<file path="src/rtl/pipeline_pkg.sv">
// Shared pipeline types and constants for the fetch/decode boundary.
package pipeline_pkg;

  localparam int unsigned XLEN = 32;
  localparam logic [XLEN-1:0] NOP_INSTR    = 32'h0000_0013;
  localparam logic [XLEN-1:0] RESET_VECTOR = 32'h0000_0000;

  typedef struct packed {
    logic            valid;
    logic [XLEN-1:0] pc;
    logic [XLEN-1:0] pc_plus4;
    logic [XLEN-1:0] instr;
  } ifid_t;

  function automatic ifid_t ifid_load(input logic [XLEN-1:0] pc, input logic [XLEN-1:0] instr);
    ifid_t b;
    b.valid    = 1'b1;
    b.pc       = pc;
    b.pc_plus4 = pc + 32'd4;
    b.instr    = instr;
    return b;
  endfunction

endpackage

</file>
<file path="src/rtl/fetch_stage_if.sv">
// Fetch-stage bus: control from EX/ID, instruction-memory port and IF/ID bundle.
interface fetch_stage_if;
  import pipeline_pkg::*;

  logic            stall;
  logic            redirect;
  logic [XLEN-1:0] redirect_pc;
  logic            imem_en;
  logic [XLEN-1:0] imem_addr;
  logic [XLEN-1:0] imem_rdata;
  logic            id_valid;
  logic [XLEN-1:0] id_pc;
  logic [XLEN-1:0] id_pc_plus4;
  logic [XLEN-1:0] id_instr;

  modport master (
    input  stall, redirect, redirect_pc, imem_rdata,
    output imem_en, imem_addr, id_valid, id_pc, id_pc_plus4, id_instr
  );

  modport slave (
    output stall, redirect, redirect_pc, imem_rdata,
    input  imem_en, imem_addr, id_valid, id_pc, id_pc_plus4, id_instr
  );
endinterface

</file>
<file path="src/rtl/fetch_skid_buf.sv">
// Single-entry hold register for a fetch response that arrives while ID is stalled.
module fetch_skid_buf
  import pipeline_pkg::*;
(
  input  logic            clk,
  input  logic            rst,
  input  logic            capture,
  input  logic            drain,
  input  logic            clear,
  input  logic [XLEN-1:0] in_pc,
  input  logic [XLEN-1:0] in_instr,
  output logic            valid,
  output logic [XLEN-1:0] pc,
  output logic [XLEN-1:0] instr
);

  always_ff @(posedge clk or negedge rst) begin
    if (!rst) begin
      valid <= 1'b0;
      pc    <= '0;
      instr <= '0;
    end else if (clear) begin
      valid <= 1'b0;
    end else if (capture) begin
      valid <= 1'b1;
      pc    <= in_pc;
      instr <= in_instr;
    end else if (drain) begin
      valid <= 1'b0;
    end
  end

endmodule

</file>
<file path="src/rtl/fetch_stage.sv">
// Instruction fetch: owns the PC, issues to a 1-cycle synchronous imem, and
// produces the registered IF/ID bundle with stall and redirect handling.
module fetch_stage #(
  parameter logic [pipeline_pkg::XLEN-1:0] RESET_PC  = pipeline_pkg::RESET_VECTOR,
  parameter logic [pipeline_pkg::XLEN-1:0] NOP_INSTR = pipeline_pkg::NOP_INSTR
) (
  input  logic                 clk,
  input  logic                 rst,
  fetch_stage_if.master        fs
);
  import pipeline_pkg::*;

  logic [XLEN-1:0] pc_reg;
  logic [XLEN-1:0] req_pc;
  logic            req_valid;
  ifid_t           ifid;

  logic            issue;
  logic            skid_capture;
  logic            skid_drain;
  logic            skid_valid;
  logic [XLEN-1:0] skid_pc;
  logic [XLEN-1:0] skid_instr;

  assign issue        = rst & ~fs.stall & ~fs.redirect;
  assign skid_capture = fs.stall & ~fs.redirect & req_valid;
  assign skid_drain   = ~fs.stall & ~fs.redirect;

  assign fs.imem_en     = issue;
  assign fs.imem_addr   = pc_reg;
  assign fs.id_valid    = ifid.valid;
  assign fs.id_pc       = ifid.pc;
  assign fs.id_pc_plus4 = ifid.pc_plus4;
  assign fs.id_instr    = ifid.instr;

  fetch_skid_buf u_skid (
    .clk      (clk),
    .rst      (rst),
    .capture  (skid_capture),
    .drain    (skid_drain),
    .clear    (fs.redirect),
    .in_pc    (req_pc),
    .in_instr (fs.imem_rdata),
    .valid    (skid_valid),
    .pc       (skid_pc),
    .instr    (skid_instr)
  );

  always_ff @(posedge clk or negedge rst) begin
    if (!rst) begin
      pc_reg        <= RESET_PC;
      req_valid     <= 1'b0;
      req_pc        <= '0;
      ifid.valid    <= 1'b0;
      ifid.pc       <= '0;
      ifid.pc_plus4 <= '0;
      ifid.instr    <= NOP_INSTR;
    end else begin
      req_valid <= issue;
      if (fs.redirect) begin
        pc_reg     <= fs.redirect_pc;
        ifid.valid <= 1'b0;
        ifid.instr <= NOP_INSTR;
      end else if (!fs.stall) begin
        pc_reg <= pc_reg + 32'd4;
        req_pc <= pc_reg;
        // A held skid entry is older than the response now on imem_rdata.
        if (skid_valid) begin
          ifid <= ifid_load(skid_pc, skid_instr);
        end else if (req_valid) begin
          ifid <= ifid_load(req_pc, fs.imem_rdata);
        end else begin
          ifid.valid <= 1'b0;
          ifid.instr <= NOP_INSTR;
        end
      end
    end
  end

endmodule
</file>
<file path="src/flat_wrapper.sv">
// flat-port wrapper written by rule: the top's interface ports become plain ports
module fetch_stage_flat import pipeline_pkg::*;
#(
  parameter logic [pipeline_pkg::XLEN-1:0] RESET_PC  = pipeline_pkg::RESET_VECTOR,
  parameter logic [pipeline_pkg::XLEN-1:0] NOP_INSTR = pipeline_pkg::NOP_INSTR
)
  (clk, rst, fs_stall, fs_redirect, fs_redirect_pc, fs_imem_rdata, fs_imem_en, fs_imem_addr, fs_id_valid, fs_id_pc, fs_id_pc_plus4, fs_id_instr);
  fetch_stage_if fs_i ();
  input  logic clk;
  input  logic rst;
  input wire logic [$bits(fs_i.stall)-1:0] fs_stall;
  input wire logic [$bits(fs_i.redirect)-1:0] fs_redirect;
  input wire logic [$bits(fs_i.redirect_pc)-1:0] fs_redirect_pc;
  input wire logic [$bits(fs_i.imem_rdata)-1:0] fs_imem_rdata;
  output wire logic [$bits(fs_i.imem_en)-1:0] fs_imem_en;
  output wire logic [$bits(fs_i.imem_addr)-1:0] fs_imem_addr;
  output wire logic [$bits(fs_i.id_valid)-1:0] fs_id_valid;
  output wire logic [$bits(fs_i.id_pc)-1:0] fs_id_pc;
  output wire logic [$bits(fs_i.id_pc_plus4)-1:0] fs_id_pc_plus4;
  output wire logic [$bits(fs_i.id_instr)-1:0] fs_id_instr;
  assign fs_i.stall = fs_stall;
  assign fs_i.redirect = fs_redirect;
  assign fs_i.redirect_pc = fs_redirect_pc;
  assign fs_i.imem_rdata = fs_imem_rdata;
  assign fs_imem_en = fs_i.imem_en;
  assign fs_imem_addr = fs_i.imem_addr;
  assign fs_id_valid = fs_i.id_valid;
  assign fs_id_pc = fs_i.id_pc;
  assign fs_id_pc_plus4 = fs_i.id_pc_plus4;
  assign fs_id_instr = fs_i.id_instr;
  fetch_stage #(.RESET_PC(RESET_PC), .NOP_INSTR(NOP_INSTR)) u_core (.clk(clk), .rst(rst), .fs(fs_i));
endmodule
</file>
<file path="config.mk">
export PLATFORM = sky130hd
export DESIGN_NAME = fetch_stage_flat
export DESIGN_NICKNAME = d
export VERILOG_FILES = /design/src/rtl/pipeline_pkg.sv /design/src/rtl/fetch_stage_if.sv /design/src/rtl/fetch_skid_buf.sv /design/src/rtl/fetch_stage.sv /design/src/flat_wrapper.sv
export SDC_FILE = /design/constraint.sdc
export NUM_CORES = 1
export LEC_CHECK = 0
export ABC_CLOCK_PERIOD_IN_PS = 3400
export BUFFER_PORTS_ARGS = -buffer_cell sky130_fd_sc_hd__buf_2
export CAP_MARGIN = 30
export CORE_ASPECT_RATIO = 0.5
export CORE_MARGIN = 4
export CORE_UTILIZATION = 45
export DETAILED_ROUTE_END_ITERATION = 6
export HOLD_SLACK_MARGIN = 0.08
export PLACE_DENSITY = 0.75
export RECOVER_POWER = 50
export SYNTH_ARGS = -nofsm -noshare
export SYNTH_HDL_FRONTEND = slang
export SYNTH_HIERARCHICAL = 1
export SYNTH_SLANG_ARGS = --single-unit
export TNS_END_PERCENT = 20
</file>
<file path="constraint.sdc">
create_clock -name clk -period 3.4 [get_ports clk]
set_input_delay 0.68 -clock clk [delete_from_list [all_inputs] [get_ports clk]]
set_output_delay 0.68 -clock clk [all_outputs]
set_load 0.1 [all_outputs]
</file>
* Yosys cells after proc, flatten, opt, wreduce, memory -nomap -nowiden
Cells that the tools add are included.
** Operators by class
- Add/sub/neg operators :: 3
- Multipliers :: 0
- Div/mod/pow operators :: 0
- Magnitude comparators :: 0
- Equal/unequal tests :: 1
- Shifts and indexed selects :: 0
- Multiplexer cells :: 12
- Bitwise gates (word level) :: 7
- Reduce and logical (&&, ||, !) cells :: 5
** Operators by type and width (number)
- 97-bit two-way mux :: 2
- 32-bit two-way mux :: 4
- 32-bit by 3-bit adder with 32-bit output (second input constant) :: 3
- 64-bit two-way mux :: 1
- 1-bit AND :: 5
- 1-bit two-way mux :: 5
- 2-bit AND reduction :: 2
- 3-bit AND reduction :: 1
- 3-bit nonzero test :: 1
- 2-bit by 1-bit != test with 1-bit output (second input constant) :: 1
- 1-bit NOT :: 2
- 2-bit nonzero test :: 1
** Word-level totals
- Register bits after elaboration :: 227
- Latch bits :: 0
- Bits in writable memories :: 0
- Memory bits (read-only) :: 0
- Memories :: 0

* Longest topological paths before layout
Gate-level depths: netlist (run 1).
- Depth after elaboration :: 5
- Mapped depth :: 11

* Cells and area by module
The synthesis (run 1) kept the hierarchy.
** Modules (own cells, without submodules)
- fetch_stage :: instances 1, cells each 818, area an instance 8112.8 µm²
- fetch_skid_buf :: instances 1, cells each 140, area an instance 2741.4 µm²

* Worst setup path after synthesis (run 1)
OpenSTA, ideal clock, no wires.
- Kind :: input-to-output
- Start :: input fs_stall
- End :: output fs_imem_en
- Arrival time :: 2.367 ns
- Required time :: 2.720 ns
- Path slack :: 0.353 ns
- Stages :: 4
- Buffers on the path :: 2
- Cell sequence :: clkbuf_1 -> nor2_1 -> clkbuf_1 -> and2_1
** Between the ends
- Cells in the longest elaborated chain, start to end :: 3
** Ends and longest elaborated chain
- start, declared :: line flat_wrapper.sv:11 : input wire logic [$bits(fs_i.stall)-1:0] fs_stall;
- 1-bit NOT (no line)
- 1-bit AND (2 in a row) :: line fetch_stage.sv:25 : assign issue = rst & ~fs.stall & ~fs.redirect;
- end, declared :: line flat_wrapper.sv:15 : output wire logic [$bits(fs_i.imem_en)-1:0] fs_imem_en;
No other way between the ends.

* Final worst setup path (run 1)
- Start :: register u_core.u_skid.valid
- End :: register u_core.ifid (netlist bit u_core/fs.id_pc_plus4[24])
** Between the ends
- Cells in the longest elaborated chain, start to end :: 2
- Elaborated cells on any way between the ends :: 3
- Classes of those cells :: mux: 1; reduce/logical: 2
** Ends and longest elaborated chain
- start, declared :: line fetch_skid_buf.sv:12 : output logic valid,
- start signal, assigned :: line fetch_skid_buf.sv:19 : valid <= 1'b0;
- start signal, assigned :: line fetch_skid_buf.sv:23 : valid <= 1'b0;
- start signal, assigned :: line fetch_skid_buf.sv:25 : valid <= 1'b1;
- 2-bit nonzero test (no line)
- 3-bit AND reduction (no line)
- end signal, assigned :: line fetch_stage.sv:69 : ifid <= ifid_load(skid_pc, skid_instr);
- end signal, assigned :: line fetch_stage.sv:71 : ifid <= ifid_load(req_pc, fs.imem_rdata);
- end, declared :: line fetch_stage.sv:16 : ifid_t ifid;
Several ways; a longest one is shown, not always the timed one.
A chain may end at the register's enable or synchronous reset.

==> results of run 1 <==
## power breakdown
| group | internal [mW] | total, mW | switching [mW] |
|---|---|---|---|
| clock | 1.43 | 2.44 | 1.01 |
| combinational | 0.522 | 3.04 | 2.51 |
| sequential | 3.16 | 3.59 | 0.431 |
## synth_stat cells, types with 4 or more instances
cell,number
nor2_1,67
and3b_1,4
nand2_1,113
xnor2_1,30
mux2_2,43
nand4_2,5
o31a_1,4
nand4b_4,5
nor4_1,10
and3_1,7
o31ai_1,8
clkbuf_1,32
nor3_1,10
nand3b_1,7
mux2i_1,28
dfrtp_1,222
nand2b_1,4
buf_1,6
o21ai_0,85
o21a_1,4
nand4_1,16
mux2_4,60
nand3_1,27
buf_12,7
o22ai_1,4
a21oi_1,35
inv_1,7
a22oi_1,31
buf_2,8
buf_4,5
xor2_1,18
## kinds of logic (layout without fill, tap and decap cells)
logic type / Yosys count / after routing / synth area share, %
fa+ha+maj: 2 / 2 / 0.231
simple gates: 294 / 294 / 14.0
flops: 225 / 225 / 51.9
buf+inv: 68 / 255 / 3.84
compound gates: 190 / 190 / 10.8
xor+xnor: 48 / 48 / 3.87
mux: 131 / 131 / 15.3
## cells in the final DEF (no fill, tap or decap), drive strengths merged, types with 7 or more instances in the layout
| cell type | count |
|---|---|
| nand2 | 114 |
| nand3b | 7 |
| nor3 | 10 |
| nand4b | 7 |
| and3 | 7 |
| clkbuf | 139 |
| mux2 | 103 |
| a22oi | 34 |
| a21oi | 35 |
| xor2 | 18 |
| mux2i | 28 |
| o21ai | 88 |
| o31ai | 8 |
| dfrtp | 222 |
| nand3 | 28 |
| nand4 | 21 |
| xnor2 | 30 |
| buf | 104 |
| nor4 | 11 |
| nor2 | 67 |
| inv | 7 |
## per-layer routing
metal,vias up,wire length [um]
met5,-,20
met1,3899,11800
li1,3757,-
met3,58,1500
met4,2,627
met2,220,12700
## area by class of cell
type	instances	area [um2]
clock inverter	4	47.5
timing repair buffer	209	1000
fill	2085	10900
multi-input combinational	665	4600
sequential	225	5640
clock buffer	35	671
tap	307	384
inverter	7	26.3
## worst paths after layout
path                            cells after the start  slack (ps)                                    end
worst min-delay path                                3         390     u_core/fs.imem_addr[6]$_DFFE_PN0N_
max in group asynchronous                           3        1430        u_core/fs.id_pc[31]$_DFFE_PN0P_
min in group asynchronous                           2         660     u_core/fs.id_instr[10]$_DFFE_PN0N_
worst max-delay path                                7         550  u_core/fs.id_pc_plus4[24]$_DFFE_PN0P_
worst min register to register                      2         480  u_core/fs.id_pc_plus4[17]$_DFFE_PN0P_
worst max register to register                      7         550  u_core/fs.id_pc_plus4[24]$_DFFE_PN0P_
## through the flow
stage | total power, mW | setup slack (ps) | std cells | hold slack [ps] | utilization [%]
after floorplan | 6.16 | 353 | 958 | 384 | -
after global placement | 6.79 | 660 | 1412 | 459 | 51.6
after detailed placement | 6.85 | 589 | 1412 | 465 | 51.6
after CTS | 9.31 | 568 | 1452 | 370 | 54.7
after global routing | 9.45 | 339 | 1452 | 380 | 53.1
final | 9.06 | 550 | 1452 | 390 | 53.1
## repair_timing
action	in CTS	in global routing
endpoints found under the hold margin	21	0
setup buffers	0	0
endpoints found under the setup margin	0	0
hold buffers	1	0
## worst max-delay path, delay by kind of cell, from the launching register on
family	cells	cell delay, ps
adder cells (fa/ha/maj)	1	310
multiplexers	1	310
flip-flops	1	620
AND/OR/NAND/NOR	3	900
AO/OA/AOI/OAI	2	600
==> metrics.md, run 1 <==
| Metric | Value |
|---|---|
| Synth top area share | about half |
| VDD IR max | 410 uV |
| CP max FO | 24 |
| Post-Syn Instances | 958 |
| CORE AREA | ~0.023 mm2 |
| PD cells | roughly 730 mW/mm2 |
| CP Class | flip-flop to flip-flop |
| Number of flops mapped to enable cells by yosys | 0 |
| Min Tclk post-route | between 2000 and 3000 ps |
| Routed len/inst | about 18 um |
| Full die area | approximately 0.027 mm2 |
| Post-synth top area cell | dfrtp_1 |
| Avg Synthesized Cell Area | 11.3 um2 |
| Met2 usage | about a third |
| Setup TNS | 0 ps |
| Synth async-reset ratio | 100% |
| WP data required | roughly 3800 ps |
| GPL Wtd Cong | a little over 0.9 |
| Site row count | 39 |
| Status | finished, violations left |
| Final Cycle Share | 83.8% |
| Placed cell areas | ~0.012 mm2 |
| Largest net degree at the start of global routing | about 180 |
| Area delta synth->final | 13.9% |
| Vias in the first global route | about 8000 |
| Post-detailed-route count of antenna-violating nets | 0 |
| Routed vias | around 7900 |
| Worst-Margin Slew | between 1500 and 2000 ps |
| Sequential fraction of the synthesis area | roughly half |
| Detailed Route WL | 26700 um |
| Setup-failing EPs final | 0 |
| Setup repair after global routing missed its margin | false |
| Detailed Place HPWL | 18700 um |
| TritonCTS buffer count | 22 |
| Fmax | 351 MHz |
| Number of diodes | 0 |
| Worst Hold Launch | fs_redirect_pc[6] |
| DRC | 0 |
| Netlist cell types | 59 |
| Max cap viols | 3 |
| Max Clock Skew | approximately 12 ps |
| Chip height | ~120 um |
| Synth area leaders | dfrtp_1 (51%), mux2_4 (8.3%), mux2_2 (4.5%) |
| First drt pass iteration count | 6 |
| Avg Vias per Cell | ~5.5 |
| Die span in x | 228 um |
| Worst EP arrival | around 3200 ps |
| First-pass GRT wire length | 43200 um |
| Most used routing layer | met2 |
| Met3 Track Usage GR | under 10% |
| Critical Path, Cell by Cell | mux2_2, ha_1, nand4_2, a22oi_4, nand4b_2, or4_1, a31o_1 |
| R2r startpoint | u_core/u_skid/valid$_DFFE_PN0P_ |
| CTS tree | yes |
| Crit path max-delay cell type | dfrtp_4 |
| Cts repair resizes | 0 |
| Max incr delay on CP | a little over 600 ps |
| Met1 usage | 27.0% |
| Starting Density | 46.6% |
| Worst-path clk slew | 60 ps |
| Initial detailed-routing violation count | 564 |
| Fin area | around 0.012 mm2 |
| CTS max path bufs | 3 |
| CP Capture Type | flip-flop |
| Syn Nets | roughly 1000 |
| Violated checks | capacitance limit, slew limit |
| Warnings, synthesis | 6 |
| CTS Sinks | between 200 and 250 |
| I/O Pins | 198 |
| Most common flop cell mapped by yosys | dfrtp_1 |
| Ratio of cells with drive above 1 in the final layout | ~18% |
| Yosys reg bits | 225 |
| Max_slew headroom | -30.0% |
| Worst-Skew Late Latency | roughly 500 ps |
| HP Class | primary input to flip-flop |
| Initial antenna violation count | 1 |
| Leakage | roughly 5.5 nW |
| Synthesized area | around 0.011 mm2 |
| Root Driver | clkbuf_16 |
| Critical Path Start Type | flip-flop |
| Layout net count | 1200 |
| Worst Setup SP | u_core/u_skid/valid$_DFFE_PN0P_ |
| PortBufs | 197 |
| Gr usage total | about a fifth |
| Fin. max-slew vios | 98 |
| Fin. Hold Viols | 0 |
| Grt total ovfl | 0 |
| CTS H-tree lvls | 1 |
Power figures use the tool's default switching activity.
==> inputs of run 2 (changes only) <==
--- a/config.mk
+++ b/config.mk
@@ -5,7 +5,7 @@
 export SDC_FILE = /design/constraint.sdc
 export NUM_CORES = 1
 export LEC_CHECK = 0
-export ABC_CLOCK_PERIOD_IN_PS = 3400
+export ABC_CLOCK_PERIOD_IN_PS = 2300
 export BUFFER_PORTS_ARGS = -buffer_cell sky130_fd_sc_hd__buf_2
 export CAP_MARGIN = 30
 export CORE_ASPECT_RATIO = 0.5
@@ -13,7 +13,7 @@
 export CORE_UTILIZATION = 45
 export DETAILED_ROUTE_END_ITERATION = 6
 export HOLD_SLACK_MARGIN = 0.08
-export PLACE_DENSITY = 0.75
+export PLACE_DENSITY = 0.77
 export RECOVER_POWER = 50
 export SYNTH_ARGS = -nofsm -noshare
 export SYNTH_HDL_FRONTEND = slang
==> constraint.sdc (replaced) <==
create_clock -name clk -period 2.3 [get_ports clk]
set_input_delay 0.46 -clock clk [delete_from_list [all_inputs] [get_ports clk]]
set_output_delay 0.46 -clock clk [all_outputs]
set_load 0.1 [all_outputs]
==> run 2 against run 1 <==
The flow still finishes with violations (capacitance limit, slew limit); clock power increased by 55%; via count rose by 3.5%; worst hold slack worse by 230 ps; critical path depth unchanged; worst setup slack got worse by 540 ps; core utilization up 3.5 points; sequential share of layout area down 2.8 points; register-to-register slack got worse by 540 ps; global-route usage grew 1.5 points; die area did not move; maximum frequency up 24%.
==> metrics.md, run 2 (same netlist as run 1, synthesis figures left out) <==
| Metric | Value |
|---|---|
| Gr usage total | around a fifth |
| First drt pass iteration count | 4 |
| Violated checks | capacitance limit, slew limit |
| VDD IR max | ~670 uV |
| Starting Density | between 40 and 50% |
| FF-to-FF path depth | 7 |
| PD cells | 1060 mW/mm2 |
| Largest net degree at the start of global routing | 97 |
| Setup slack, reg-to-reg | approximately 7.9 ps |
| CORE AREA | approximately 0.023 mm2 |
| Worst reg2reg path endpoint | u_core/fs.id_pc_plus4[24]$_DFFE_PN0P_ |
| CP Capture Type | flip-flop |
| Setup-failing EPs final | 0 |
| Critical Path Start Type | flip-flop |
| PortBufs | 197 |
| Root Driver | clkbuf_16 |
| Die span in x | 228 um |
| Area delta synth->final | 21.5% |
| Min Tclk post-route | roughly 2300 ps |
| Initial antenna violation count | 4 |
| Leakage | 6.18 nW |
| CP Class | flip-flop to flip-flop |
| Worst-Margin Slew | 1760 ps |
| GPL Wtd Cong | approximately 0.9 |
| Fin. Hold Viols | 0 |
| Full die area | ~0.027 mm2 |
| Worst EP arrival | between 2000 and 3000 ps |
| Detailed Route WL | roughly 29000 um |
| First-pass GRT wire length | 46100 um |
| CTS tree | yes |
| HP Class | primary input to flip-flop |
| I/O Pins | roughly 200 |
| WP data required | 2700 ps |
| Ratio of cells with drive above 1 in the final layout | a little over a third |
| Detailed Place HPWL | about 20000 um |
| Routed vias | just over 8000 |
| Avg Vias per Cell | 5.49 |
| Grt total ovfl | 0 |
| DRC | 0 |
| CP max FO | 6 |
| Max cap viols | 1 |
| Fmax | 436 MHz |
| Worst-Skew Late Latency | about 510 ps |
| Commonest non-fill, non-tap cell in the layout | dfrtp_1 |
| Fin. max-slew vios | 97 |
| Number of fill cells | 1937 |
| CTS H-tree lvls | 1 |
| Worst-path clk slew | ~60 ps |
| Max Clock Skew | about 5.7 ps |
| Final WS setup | 7.91 ps |
| Hold path cells | 3 |
| Setup repair after global routing missed its margin | true |
| Place WS | -117 ps |
| CTS Sinks | between 200 and 250 |
| Worst Setup SP | u_core/u_skid/valid$_DFFE_PN0P_ |
| R2r startpoint | u_core/u_skid/valid$_DFFE_PN0P_ |
| Total power | between 10 and 15 mW |
| Max_slew headroom | -17.1% |
| Layout net count | around 1200 |
| Vias in the first global route | 8416 |
| Post-detailed-route count of antenna-violating nets | 0 |
| TritonCTS buffer count | 22 |
| Most frequent cells in the layout | dfrtp_1 (221), buf_2 (189), nand2_1 (113), o21ai_0 (84), nor2_1 (67) |
| Critical path destination | u_core/fs.id_pc_plus4[24]$_DFFE_PN0P_ |
| Final Cycle Share | 99.7% |
| CTS max path bufs | 3 |
| Routed len/inst | 19.1 um |
| Site row count | 39 |
| Chip height | between 100 and 150 um |
| Status | finished, violations left |
| Initial detailed-routing violation count | 633 |
run 2: cell types whose count changed in the layout (fill, tap and decap cells not counted), sizes merged:
cell / delta
bufinv: +1
buf: +131
clkbuf: -91
diode: +3
clkinvlp: -1
run 2: critical path: stages, from the launching register on:
cell,delay (ps)
dfrtp_4,540
mux2_4,240
ha_4,180
nand4b_4,130
a22oi_4,350
nand4b_4,140
or4_1,410
a31o_1,180
run 2: how the worst min path moves through the flow:
stage / from / to / slack, ps
floorplan: rst / u_core/fs.id_instr[10]$_DFFE_PN0N_ / 160
global placement: rst / u_core/fs.id_instr[7]$_DFFE_PN0N_ / 290
CTS: fs_redirect_pc[6] / u_core/fs.imem_addr[6]$_DFFE_PN0N_ / 140
detailed placement: rst / u_core/fs.id_instr[7]$_DFFE_PN0N_ / 290
global route: fs_redirect_pc[23] / u_core/fs.imem_addr[23]$_DFFE_PN0N_ / 140
finish: fs_redirect_pc[16] / u_core/fs.imem_addr[16]$_DFFE_PN0N_ / 160
run 2: where the power goes:
| group | switching, mW | internal, mW |
|---|---|---|
| Sequential | 0.656 | 4.67 |
| Combinational | 3.78 | 1.10 |
| Clock | 1.51 | 2.27 |
run 2: area by class of cell:
cell class	instances	area [um2]	area share, %
Tap cell	307	384	2.91
Timing Repair Buffer	250	1490	11.3
Antenna cell	3	7.51	0.0569
Clock buffer	34	687	5.21
Sequential cell	225	5640	42.8
Multi-Input combinational cell	665	4890	37.0
Inverter	7	26.3	0.199
Clock inverter	4	70.1	0.531
run 2: metrics by stage:
step	setup TNS [ps]	instance area, um2	utilization, %	cells	hold slack (ps)
finish	0	13200	56.7	1495	158
global route	-202	13200	56.7	1495	139
CTS	0	13100	56.5	1486	138
detailed placement	-204	12400	53.1	1445	291
global placement	0	12300	52.9	1444	290
floorplan	-1520	10900	-	958	164
run 2: what timing repair did:
item,in CTS,in global routing
endpoints found under the hold margin,13,0
hold buffers,1,0
gates resized for setup,2,8
setup endpoints to repair,3,12
setup buffers,2,6
pin swaps,1,8
run 2: per-layer routing:
layer | track usage [%] | part of all wire, % | wire length [um]
met1 | 28.8 | 44 | 12500
met2 | 33.9 | 48 | 13600
met3 | 4.61 | 5.6 | 1600
met4 | 6.16 | 2.9 | 822
met5 | 0 | 0.042 | 12
==> inputs of run 3 (changes only) <==
--- a/config.mk
+++ b/config.mk
@@ -8,7 +8,6 @@
 export ABC_CLOCK_PERIOD_IN_PS = 2300
 export BUFFER_PORTS_ARGS = -buffer_cell sky130_fd_sc_hd__buf_2
 export CAP_MARGIN = 30
-export CORE_ASPECT_RATIO = 0.5
 export CORE_MARGIN = 4
 export CORE_UTILIZATION = 45
 export DETAILED_ROUTE_END_ITERATION = 6
==> run 3 against run 2 <==
The run now ends clean; combinational power is essentially flat; count of clock-buffer cells in the layout grew 3; total power grew 0.88%; global-route usage shrank 1.2 points; routed wire length shrank 4.6%; sequential power is essentially flat; worst setup slack gained 40 ps; sequential cell count is the same; first-iteration DRC count grew 2.7%; largest power group unchanged.
==> metrics.md, run 3 (same netlist as run 1, synthesis figures left out) <==
| Metric | Value |
|---|---|
| Post-detailed-route count of antenna-violating nets | 0 |
| Max Clock Skew | about 12 ps |
| First-pass GRT wire length | about 43000 um |
| Worst-path clk slew | around 60 ps |
| Worst Setup SP | u_core/u_skid/valid$_DFFE_PN0P_ |
| Final WS setup | roughly 48 ps |
| Setup repair after global routing missed its margin | true |
| Ratio of cells with drive above 1 in the final layout | between 30% and 40% |
| Site row count | between 50 and 60 |
| Max cap viols | 0 |
| Commonest non-fill, non-tap cell in the layout | dfrtp_1 |
| VDD IR max | slightly above 800 uV |
| Setup slack, reg-to-reg | approximately 48 ps |
| Root Driver | clkbuf_16 |
| Setup-failing EPs final | 0 |
| Critical Path, Cell by Cell | mux2_4, ha_4, nand4b_4, a22oi_4, nand4_2, o31a_1, o31ai_1 |
| TritonCTS buffer count | 25 |
| Fin area | roughly 0.013 mm2 |
| Fin. Hold Viols | 0 |
| Vias in the first global route | around 8000 |
| Area delta synth->final | 21.8% |
| Placed cell areas | between 0.01 and 0.015 mm2 |
| Initial detailed-routing violation count | 650 |
| Max_slew headroom | approximately 16% |
| DRC | 0 |
| Worst-Skew Late Latency | between 500 and 600 ps |
| Worst reg2reg path endpoint | u_core/fs.id_pc_plus4[30]$_DFFE_PN0P_ |
| CTS max path bufs | 3 |
| CP Capture Type | flip-flop |
| Place WS | 35.0 ps |
| Setup TNS | 0 ps |
| Number of diodes | 0 |
| Starting Density | approximately 46% |
| Hold Crit Endpoint | u_core/fs.imem_addr[15]$_DFFE_PN0N_ |
| Max incr delay on CP | roughly 530 ps |
| Worst-Margin Slew | about 1300 ps |
| Final Cycle Share | between 90% and 100% |
| Fin. max-slew vios | 0 |
| Grt total ovfl | 0 |
| Chip height | ~160 um |
| Layout net count | roughly 1200 |
| Worst EP arrival | ~2700 ps |
| HP Class | primary input to flip-flop |
| GPL Wtd Cong | 0.923 |
| Cts repair resizes | 0 |
| CORE AREA | approximately 0.024 mm2 |
| WP data required | 2720 ps |
| CTS H-tree lvls | 1 |
| CTS tree | yes |
| Largest net degree at the start of global routing | approximately 130 |
| Fmax | 444 MHz |
| Min Tclk post-route | between 2000 and 2500 ps |
| Detailed Place HPWL | 19100 um |
| Most frequent cells in the layout | dfrtp_1 (221), buf_2 (195), nand2_1 (113), o21ai_0 (85), nor2_1 (67) |
| Critical Path Start Type | flip-flop |
| Hold path cells | 3 |
| Detailed Route WL | approximately 27000 um |
| Die span in x | ~160 um |
| Avg Vias per Cell | roughly 5.4 |
| CP max FO | 7 |
| CTS Sinks | approximately 230 |
| R2r startpoint | u_core/u_skid/valid$_DFFE_PN0P_ |
| Worst Hold Launch | fs_redirect_pc[15] |
| Routed len/inst | 18.1 um |
| Crit path max-delay cell type | dfrtp_4 |
| Gr usage total | about a fifth |
| First drt pass iteration count | 4 |
| Initial antenna violation count | 1 |
| Leakage | between 6 and 7 nW |
| PortBufs | between 150 and 200 |
| Final core occ | between 50% and 60% |
| FF-to-FF path depth | 7 |
| Full die area | 0.0267 mm2 |
| Status | completed |
| Routed vias | 8091 |
| I/O Pins | around 200 |
| PD cells | roughly 1100 mW/mm2 |
| CP Class | flip-flop to flip-flop |
-- run 3: changes by cell type in the layout (fill, tap and decap cells not counted), moves of 2 or more --
| cell | delta |
|---|---|
| clkbuf_1 | +3 |
| nor4_2 | -2 |
| o31ai_1 | +2 |
| nor4_1 | +2 |
| clkbuf_2 | -9 |
| buf_2 | +6 |
| o31ai_2 | -2 |
| diode_2 | -3 |
| buf_4 | -4 |
| clkbuf_16 | +4 |
-- run 3: layer usage --
layer | vias up | GRT usage (%) | part of all wire [%]
met5 | - | 0 | 0.048
met4 | 2 | 5.15 | 2.3
met3 | 48 | 2.83 | 5.3
met2 | 240 | 30.7 | 46
met1 | 3971 | 29.5 | 46
li1 | 3830 | - | -
-- run 3: final cells by class --
class	instances	area, um2
inverters	7	26.3
clock buffers	37	731
fillers	2012	10400
multi-input cells	665	4860
well taps	319	399
flip-flops and latches	225	5640
repair buffers	247	1490
clock inverters	6	82.6
-- run 3: worst max-delay path by stage --
stage	end	cells after the start
3_3_place_gp	u_core/fs.id_pc_plus4[30]$_DFFE_PN0P_	7
3_5_place_dp	u_core/fs.id_pc_plus4[29]$_DFFE_PN0P_	7
2_1_floorplan	u_core/fs.id_pc_plus4[30]$_DFFE_PN0P_	11
4_1_cts	u_core/fs.id_pc_plus4[29]$_DFFE_PN0P_	7
5_1_grt	u_core/fs.id_pc_plus4[30]$_DFFE_PN0P_	7
6_report	u_core/fs.id_pc_plus4[30]$_DFFE_PN0P_	7
-- run 3: what timing repair did --
action | CTS | global route
setup endpoints to repair | 0 | 5
endpoints found under the hold margin | 89 | 0
hold buffers | 1 | 0
setup buffers | 0 | 4
-- run 3: through the flow --
| step | hold WS [ps] | instances | power, mW |
|---|---|---|---|
| after detailed placement | 251 | 1455 | 10.2 |
| after global placement | 252 | 1455 | 10.1 |
| after global routing | 158 | 1506 | 14.7 |
| final | 158 | 1506 | 14.1 |
| after floorplan | 164 | 958 | 9.14 |
| after CTS | 146 | 1499 | 14.2 |
-- run 3: power by group --
part / switching (mW) / internal (mW) / total, mW / leakage [nW]
registers: 0.642 / 4.67 / 5.31 / 2.88
clock network: 1.54 / 2.40 / 3.94 / 0.398
logic: 3.75 / 1.10 / 4.84 / 2.90
-- run 3: critical path, delay by kind of cell (launching register included) --
family          cells  cell delay (ps)
flops               1              530
simple gates        2              360
fa+ha+maj           1              170
mux                 1              250
compound gates      3              860
